## config.mk

```make
export PLATFORM = sky130hd
export DESIGN_NAME = dfc_receiver
export DESIGN_NICKNAME = d
export VERILOG_FILES = /design/src/rtl/dfc_pkg.sv /design/src/rtl/dfc_rx_buf.sv /design/src/rtl/dfc_receiver.sv
export SDC_FILE = /design/constraint.sdc
export NUM_CORES = 1
export LEC_CHECK = 0
export CAP_MARGIN = 25
export CORE_MARGIN = 4
export CORE_UTILIZATION = 50
export CTS_BUF_LIST = sky130_fd_sc_hd__clkbuf_4
export CTS_CLUSTER_DIAMETER = 150
export DETAILED_ROUTE_END_ITERATION = 10
export GPL_TIMING_DRIVEN = 1
export PLACE_DENSITY_LB_ADDON = 0.2
export SKIP_LAST_GASP = 1
export SYNTH_ARGS = -nofsm -noshare
export SYNTH_HDL_FRONTEND = slang
export SYNTH_SLANG_ARGS = --single-unit
export TNS_END_PERCENT = 30
```

## constraint.sdc

```tcl
create_clock -name clk -period 3.7 [get_ports clk]
set_input_delay 0.74 -clock clk [delete_from_list [all_inputs] [get_ports clk]]
set_output_delay 0.74 -clock clk [all_outputs]
set_load 0.01 [all_outputs]
```

## src/rtl/dfc_pkg.sv

```systemverilog
// Shared constants and configuration helpers for the DFC receiver.
// Holds default sizing, the pointer-width function and the legality check.
package dfc_pkg;

  localparam int DFC_WIDTH = 8;
  localparam int DFC_DEPTH = 8;
  localparam int DFC_DELAY = 3;

  function automatic int dfc_clog2(input int value);
    int r;
    r = 0;
    for (int i = 0; i < 31; i++) begin
      if ((32'sd1 <<< i) < value) begin
        r = i + 1;
      end else begin
        r = r;
      end
    end
    return r;
  endfunction

  // Legal when depth is a power of two, can absorb the round trip, and asz matches.
  function automatic bit dfc_cfg_ok(input int depth, input int delay, input int asz);
    return (depth > delay) && ((depth & (depth - 32'sd1)) == 32'sd0) &&
           (asz == dfc_clog2(depth));
  endfunction

  localparam bit DFC_DEFAULT_CFG_OK = dfc_cfg_ok(DFC_DEPTH, DFC_DELAY, dfc_clog2(DFC_DEPTH));

endpackage

```

## src/rtl/dfc_rx_buf.sv

```systemverilog
// Dual-pointer register-file FIFO core: storage, read/write pointers and occupancy.
// Pointers wrap naturally because depth is a power of two.
module dfc_rx_buf
  import dfc_pkg::*;
#(
  parameter int width = DFC_WIDTH,
  parameter int depth = DFC_DEPTH,
  parameter int asz   = dfc_clog2(DFC_DEPTH)
) (
  input  logic             clk,
  input  logic             reset_n,
  input  logic             wr,
  input  logic             rd,
  input  logic [width-1:0] wdata,
  output logic [width-1:0] rdata,
  output logic [asz:0]     count,
  output logic [asz:0]     count_next
);

  localparam logic [asz-1:0] PTR_ONE = asz'(1);

  logic [width-1:0] mem_r [depth];
  logic [asz-1:0]   wptr_r;
  logic [asz-1:0]   rptr_r;
  logic [asz:0]     count_r;
  logic [asz:0]     count_next_s;

  // Occupancy after this edge's write and read.
  always_comb begin
    count_next_s = count_r + {{asz{1'b0}}, wr} - {{asz{1'b0}}, rd};
  end

  // Pointer and occupancy registers.
  always_ff @(posedge clk or negedge reset_n) begin
    if (!reset_n) begin
      wptr_r  <= '0;
      rptr_r  <= '0;
      count_r <= '0;
    end else begin
      if (wr) wptr_r <= wptr_r + PTR_ONE;
      if (rd) rptr_r <= rptr_r + PTR_ONE;
      count_r <= count_next_s;
    end
  end

  // Storage is deliberately left unreset.
  always_ff @(posedge clk) begin
    if (wr) mem_r[wptr_r] <= wdata;
  end

  assign rdata      = mem_r[rptr_r];
  assign count      = count_r;
  assign count_next = count_next_s;

endmodule

```

## src/rtl/dfc_receiver.sv

```systemverilog
// Receiving end of a delayed-flow-control link: skid FIFO plus registered c_fc_n.
// Re-presents buffered beats on a srdy/drdy interface with one cycle of latency.
module dfc_receiver
  import dfc_pkg::*;
#(
  parameter int width = DFC_WIDTH,
  parameter int depth = DFC_DEPTH,
  parameter int delay = DFC_DELAY,
  parameter int asz   = dfc_clog2(DFC_DEPTH)
) (
  input  logic             clk,
  input  logic             reset_n,
  input  logic             c_vld,
  input  logic [width-1:0] c_data,
  output logic             c_fc_n,
  output logic             p_srdy,
  input  logic             p_drdy,
  output logic [width-1:0] p_data,
  output logic             overflow
);

  localparam bit           CFG_OK  = dfc_cfg_ok(depth, delay, asz);
  localparam logic [asz:0] DEPTH_C = (asz + 1)'(depth);
  localparam logic [asz:0] DELAY_C = (asz + 1)'(delay);

  if (!(CFG_OK && DFC_DEFAULT_CFG_OK)) begin : g_cfg_check
    $error("dfc_receiver: depth must be a power of 2 above delay, asz = log2(depth)");
  end

  logic         rd_s;
  logic         wr_s;
  logic         full_s;
  logic         drop_s;
  logic         fc_next_s;
  logic [asz:0] count_s;
  logic [asz:0] count_next_s;
  logic [asz:0] room_s;
  logic         fc_r;
  logic         overflow_r;

  dfc_rx_buf #(
    .width (width),
    .depth (depth),
    .asz   (asz)
  ) u_buf (
    .clk        (clk),
    .reset_n    (reset_n),
    .wr         (wr_s),
    .rd         (rd_s),
    .wdata      (c_data),
    .rdata      (p_data),
    .count      (count_s),
    .count_next (count_next_s)
  );

  // Read/write qualification; a read frees a slot for a same-cycle write at full.
  always_comb begin
    full_s    = (count_s == DEPTH_C);
    rd_s      = p_srdy & p_drdy;
    wr_s      = c_vld & (~full_s | rd_s);
    drop_s    = c_vld & full_s & ~rd_s;
    room_s    = DEPTH_C - count_next_s;
    fc_next_s = (room_s > DELAY_C);
  end

  // Flow-control register and sticky overflow flag.
  always_ff @(posedge clk or negedge reset_n) begin
    if (!reset_n) begin
      fc_r       <= 1'b0;
      overflow_r <= 1'b0;
    end else begin
      fc_r       <= fc_next_s;
      overflow_r <= overflow_r | drop_s;
    end
  end

  assign p_srdy   = (count_s != '0);
  assign c_fc_n   = fc_r;
  assign overflow = overflow_r;

endmodule

```

After elaboration in Yosys (flattened, before gate mapping)

Memory sizes are Yosys's and may differ from the RTL's.
Cells that the tools add are included.

Input bits: 12
Flip-flop bits (word level): 12
Output and inout bits: 11
Memories: 1
Logic and storage cells: 24
Memory bits (writable): 64

Memories:

| memory      | words | width | rd ports | clocked after Yosys merged registers in | wr ports | line             | source |
|---|---|---|---|---|---|---|---|
| u_buf.mem_r | 8     | 8     | 1        | 0                                       | 1        | dfc_rx_buf.sv:22 | `logic [width-1:0] mem_r [depth];` |

$add $sub $neg: 5
Eq/ne operators: 1
Reduce and logical (&&, ||, !) cells: 1
Bitwise logic cells: 8
$lt $le $gt $ge: 1
Muxes and demuxes: 2

Operator list:

| cell                                                                             | number |
|---|---|
| 3-bit by 1-bit adder with 3-bit output (second input constant)                   | 2 |
| 4-bit by 1-bit adder with 4-bit output                                           | 1 |
| 1-bit AND                                                                        | 4 |
| 4-bit equality test (second input constant)                                      | 1 |
| 4-bit by 2-bit greater-than comparator with 1-bit output (second input constant) | 1 |
| 4-bit nonzero test                                                               | 1 |
| 4-bit by 1-bit subtractor with 4-bit output                                      | 1 |
| 4-bit subtractor (first input constant)                                          | 1 |
| 1-bit 2-to-1 mux                                                                 | 2 |
| 1-bit inverter                                                                   | 2 |
| 1-bit OR                                                                         | 2 |

Longest topological paths before layout

Depth after elaboration: 8
Depth in mapped cells: 12

Hierarchy

A second synthesis with hierarchy kept.

Cells, all modules: 155
Area total of the unflattened synthesis: 3,134.3 um^2

Modules (own cells, without submodules):

| module       | instances | area an instance (um^2) | cells each |
|---|---|---|---|
| dfc_rx_buf   | 1         | 3,010.4                 | 143 |
| dfc_receiver | 1         | 123.9                   | 12 |

Worst setup path after synthesis

No wires, ideal clock.

Path type: in2reg
Start: input p_drdy
End: register fc_r (netlist: c_fc_n)
Setup slack: 1.042 ns
Setup time: 0.128 ns
Path buffers: 0
Cell stages on the path: 10
Arrival: 2.530 ns
Path through: nand2b_1 > a21boi_1 > clkinv_1 > ha_1 > inv_1 > ha_1 > fa_1 > xor2_1 > o21a_1 > mux2i_1

Word-level cells in the longest chain between the ends: 7

RTL lines:

| element                                                      | line               | source |
|---|---|---|
| from (decl)                                                  | dfc_receiver.sv:17 | `input logic p_drdy,` |
| 1-bit AND (*)                                                | dfc_receiver.sv:59 | `rd_s = p_srdy & p_drdy;` |
| 1-bit OR                                                     | dfc_receiver.sv:60 | `wr_s = c_vld & (~full_s \| rd_s);` |
| 1-bit AND                                                    | dfc_receiver.sv:60 |  |
| 4-bit by 1-bit adder with 4-bit output                       | dfc_rx_buf.sv:30   | `count_next_s = count_r + {{asz{1'b0}}, wr} - {{asz{1'b0}}, rd};` |
| 4-bit by 1-bit subtractor with 4-bit output (*)              | dfc_rx_buf.sv:30   |  |
| named net count_next_s[2]                                    | dfc_receiver.sv:36 | `logic [asz:0] count_next_s;` |
| 4-bit subtractor (*)                                         | dfc_receiver.sv:62 | `room_s = DEPTH_C - count_next_s;` |
| 4-bit by 2-bit greater-than comparator with 1-bit output (*) | dfc_receiver.sv:63 | `fc_next_s = (room_s > DELAY_C);` |
| named net fc_next_s                                          | dfc_receiver.sv:34 | `logic fc_next_s;` |
| to (signal assigned)                                         | dfc_receiver.sv:72 | `fc_r <= fc_next_s;` |
| to (decl)                                                    | dfc_receiver.sv:38 | `logic fc_r;` |

The timed path passes the listed nets; every way through them passes the cells marked *.
A chain may end at the register's enable or synchronous reset.

Worst setup path after layout

Start: register u_buf.rptr_r[0]
End: output p_data[5]

Word-level cells in the longest chain between the ends: 1

RTL lines:

| element                | line               | source |
|---|---|---|
| from (decl)            | dfc_rx_buf.sv:24   | `logic [asz-1:0] rptr_r;` |
| from (signal assigned) | dfc_rx_buf.sv:41   | `if (rd) rptr_r <= rptr_r + PTR_ONE;` |
| memory read 8 x 8 bit  | --                 |  |
| to (decl)              | dfc_receiver.sv:18 | `output logic [width-1:0] p_data,` |

No other way between the ends.

==> impl_metrics.py <==
metrics = {
    "status": {
        "outcome": "complete, no violations",
    },
    "drt": {
        "wl_mm": 5.33,
        "drtIter0Drc": 110,
        "via_per_inst": 5.56,
        "num_vias": 1540,
        "postRouteAntennaNets": 0,
        "dr.pass1.iters": 4,
        "wl_per_cell_microns": 19.2,
        "drc": 0,
    },
    "clocking": {
        "clock-sinks": 76,
        "cts-resized-gates": 0,
        "post_cts_buffers": 0,
        "hold_buffers": 0,
        "clkTransAtPathRegs_ns": 0.11,
        "cts_made_buffers": 9,
        "cts_max_level": 3,
        "cts_tree": "built",
        "cts_buffer_depth": 2,
        "clkLatencyLatePin_ns": 0.41,
        "clockRootBuffer": "clkbuf_4",
    },
    "global_route": {
        "antenna_found_initial": 0,
        "overflow": 0,
        "grt_use_met2_pct": 26.8,
        "busiest_layer": "met2",
        "grt_usage_pct": 16.1,
        "met3_usage_pct": 3.12,
        "first_global_vias": 1635,
        "grt_pass1_wl_mm": 8.59,
        "grt_max_degree": 19,
        "grt_util_met1_pct": 19.8,
    },
    "setup_path": {
        "cp-start-kind": "flip-flop",
        "endpoint_kind": "output port",
        "ff2ff_path_depth": 12,
        "worstSetupPathType": "flip-flop to output port",
        "required_ns": 2.96,
        "r2r_setup_slack_ns": 0.81,
        "rr_startpoint": "u_buf.count[2]$_DFF_PN0_",
        "arrival_ns": 2.56,
        "r2r-end": "c_fc_n$_DFF_PN0_",
        "worstPathMaxFanout": 12,
    },
    "logic_synthesis": {
        "synthSimpleGateAreaFrac_pct": 3.43,
        "synth_compound_area_share_pct": 1.16,
        "synth_mux_area_share_pct": 16.9,
        "synth_seq_cells": 76,
        "synth_nets": 178,
        "synthTopCellsByArea": "edfxtp_1, mux4_1, dfrtp_1",
        "synthTopCellsByCount": "edfxtp_1, mux4_1, dfrtp_1",
        "netlist.area_leader.share_pct": 61.2,
        "synth.distinct_cells": 27,
        "synthCells": 157,
        "synth_area_sq_mm": 0.00314,
        "synth-main-ff-cell": "edfxtp_1",
        "post_synth.cell_area_avg_sq_um": 20.0,
        "synth_top_area_cell": "edfxtp_1",
        "synthArstFlopShare_pct": 15.8,
        "synth-xor-area-share_pct": 1.67,
        "seq_area_frac_synth_pct": 70.8,
        "post-synth-top-count-cell": "edfxtp_1",
        "synth_edf_count": 64,
        "synth-adder-area-share_pct": 3.82,
        "ys.warnings.count": 0,
        "synth_top_family_by_area": "multiplexers",
    },
    "pwr": {
        "powerDensity_mw_per_mm2": 762,
        "p_leak_nw": 1.34,
        "peakVddDrop_uv": 511,
    },
    "sta": {
        "tightest_slew_ns": 0.772,
        "fmax_mhz": 303,
        "hold_slack_ns": 0.479,
        "finalSetupViolCount": 0,
        "finalCriticalPeriod_ns": 3.30,
        "period_share_pct": 89.1,
        "max_slew_margin_pct": 48.5,
        "finClkSkew_ns": 0.00764,
        "timing.final.max_slew_violations": 0,
        "hold_viol_final": 0,
        "totalNegativeSetupSlack_ns": 0,
        "rsz0062_at_grt": "no",
    },
    "floorplan": {
        "fp.dieArea_sq_mm": 0.00761,
        "die_h_microns": 87.3,
        "die_x_microns": 87.3,
        "row_count": 28,
        "core_sq_mm": 0.00599,
        "io_pins": 23,
        "start_util_pct": 52.4,
    },
    "placed_design": {
        "place_congestion": 0.770,
        "dp_hpwl_mm": 3.66,
        "portBuffers": 22,
    },
    "layout": {
        "nNetsFinal": 218,
        "fillers": 422,
        "drive_gt1_share_pct": 17.8,
        "final_util_pct": 61.3,
        "diodes": 0,
        "area_growth_pct": 16.9,
    },
    "flow_run": {
        "maxCapViolations": 0,
    },
    "min_path": {
        "min_to": "overflow$_DFF_PN0_",
        "whs_path_depth": 1,
        "min_from": "overflow$_DFF_PN0_",
        "hold_path_class": "flip-flop to flip-flop",
    },
}
state kept, by name, indices dropped and copies added, names as in the netlist:
signal	cells
c_fc_n	1
overflow	1
u_buf.count	4
u_buf.mem_r	64
u_buf.rptr_r	3
u_buf.wptr_r	3
worst max-delay path, stage by stage, from the launching register on:
cell,delay [ns]
dfrtp_1,0.64
buf_12,0.21
mux4_1,0.55
mux2_2,0.27
clkdlybuf4s50_1,0.47
cell families (layout without fill, tap and decap cells):
| group | count (synthesis) | in the layout |
|---|---|---|
| DFF | 76 | 76 |
| xor gates and xnor gates | 6 | 6 |
| AOI/OAI and AO/OA | 5 | 5 |
| muxes | 26 | 26 |
| adders and majority gates | 9 | 9 |
| and+or+nand+nor | 23 | 23 |
| buffers and inverters | 12 | 57 |
cells in the final DEF (no fill, tap or decap), drive strengths merged, types with 3 or more instances in the layout:
master         instances
buf                   12
nand2b                 3
xnor2                  4
ha                     8
edfxtp                64
mux4                  16
clkdlybuf4s50         22
nand2                  8
nor3                   5
clkinv                 4
mux2                   9
inv                    6
dfrtp                 12
clkbuf                11
nor2                   4
power by group:
part | leakage, nW | switching (mW) | internal (mW) | total [mW]
combinational | 0.538 | 0.404 | 0.582 | 0.986
sequential | 0.720 | 0.155 | 1.10 | 1.26
clock | 0.0861 | 0.267 | 0.287 | 0.554
routing by layer:
| layer | wire [microns] | share of wire (%) |
|---|---|---|
| met5 | 0 | 0 |
| met4 | 117 | 2.2 |
| met3 | 190 | 3.6 |
| met2 | 2880 | 54 |
| met1 | 2140 | 40 |
area by class of cell:
cell class	instances	area (sq um)	area share, %
Clock buffer	11	82.6	2.25
Clock inverter	5	76.3	2.08
Inverter	7	26.3	0.716
Multi-Input combinational cell	69	848	23.1
Sequential cell	76	2220	60.5
Tap cell	75	93.8	2.56
Timing Repair Buffer	34	323	8.79
worst max path at each step:
stage	startpoint	slack, ns	depth (start not counted)	endpoint
after detailed placement	p_drdy	0.28	11	c_fc_n$_DFF_PN0_
after global routing	u_buf.rptr_r[0]$_DFFE_PN0N_	0.32	4	p_data[1]
final	u_buf.rptr_r[0]$_DFFE_PN0N_	0.40	4	p_data[5]
after global placement	p_drdy	0.40	11	c_fc_n$_DFF_PN0_
after CTS	u_buf.rptr_r[0]$_DFFE_PN0N_	0.39	4	p_data[5]
after floorplan	p_drdy	1.04	10	c_fc_n$_DFF_PN0_
per-stage QoR:
| stage | cell area [sq um] | std cells | setup WS [ns] | total power, mW |
|---|---|---|---|---|
| final | 3670 | 277 | 0.404 | 2.80 |
| after global routing | 3670 | 277 | 0.322 | 2.97 |
| after CTS | 3670 | 277 | 0.393 | 2.83 |
| after detailed placement | 3510 | 261 | 0.283 | 2.29 |
| after global placement | 3510 | 261 | 0.401 | 2.23 |
| after floorplan | 3140 | 157 | 1.04 | 1.89 |
Note: power is estimated with default switching activity, not from simulation.
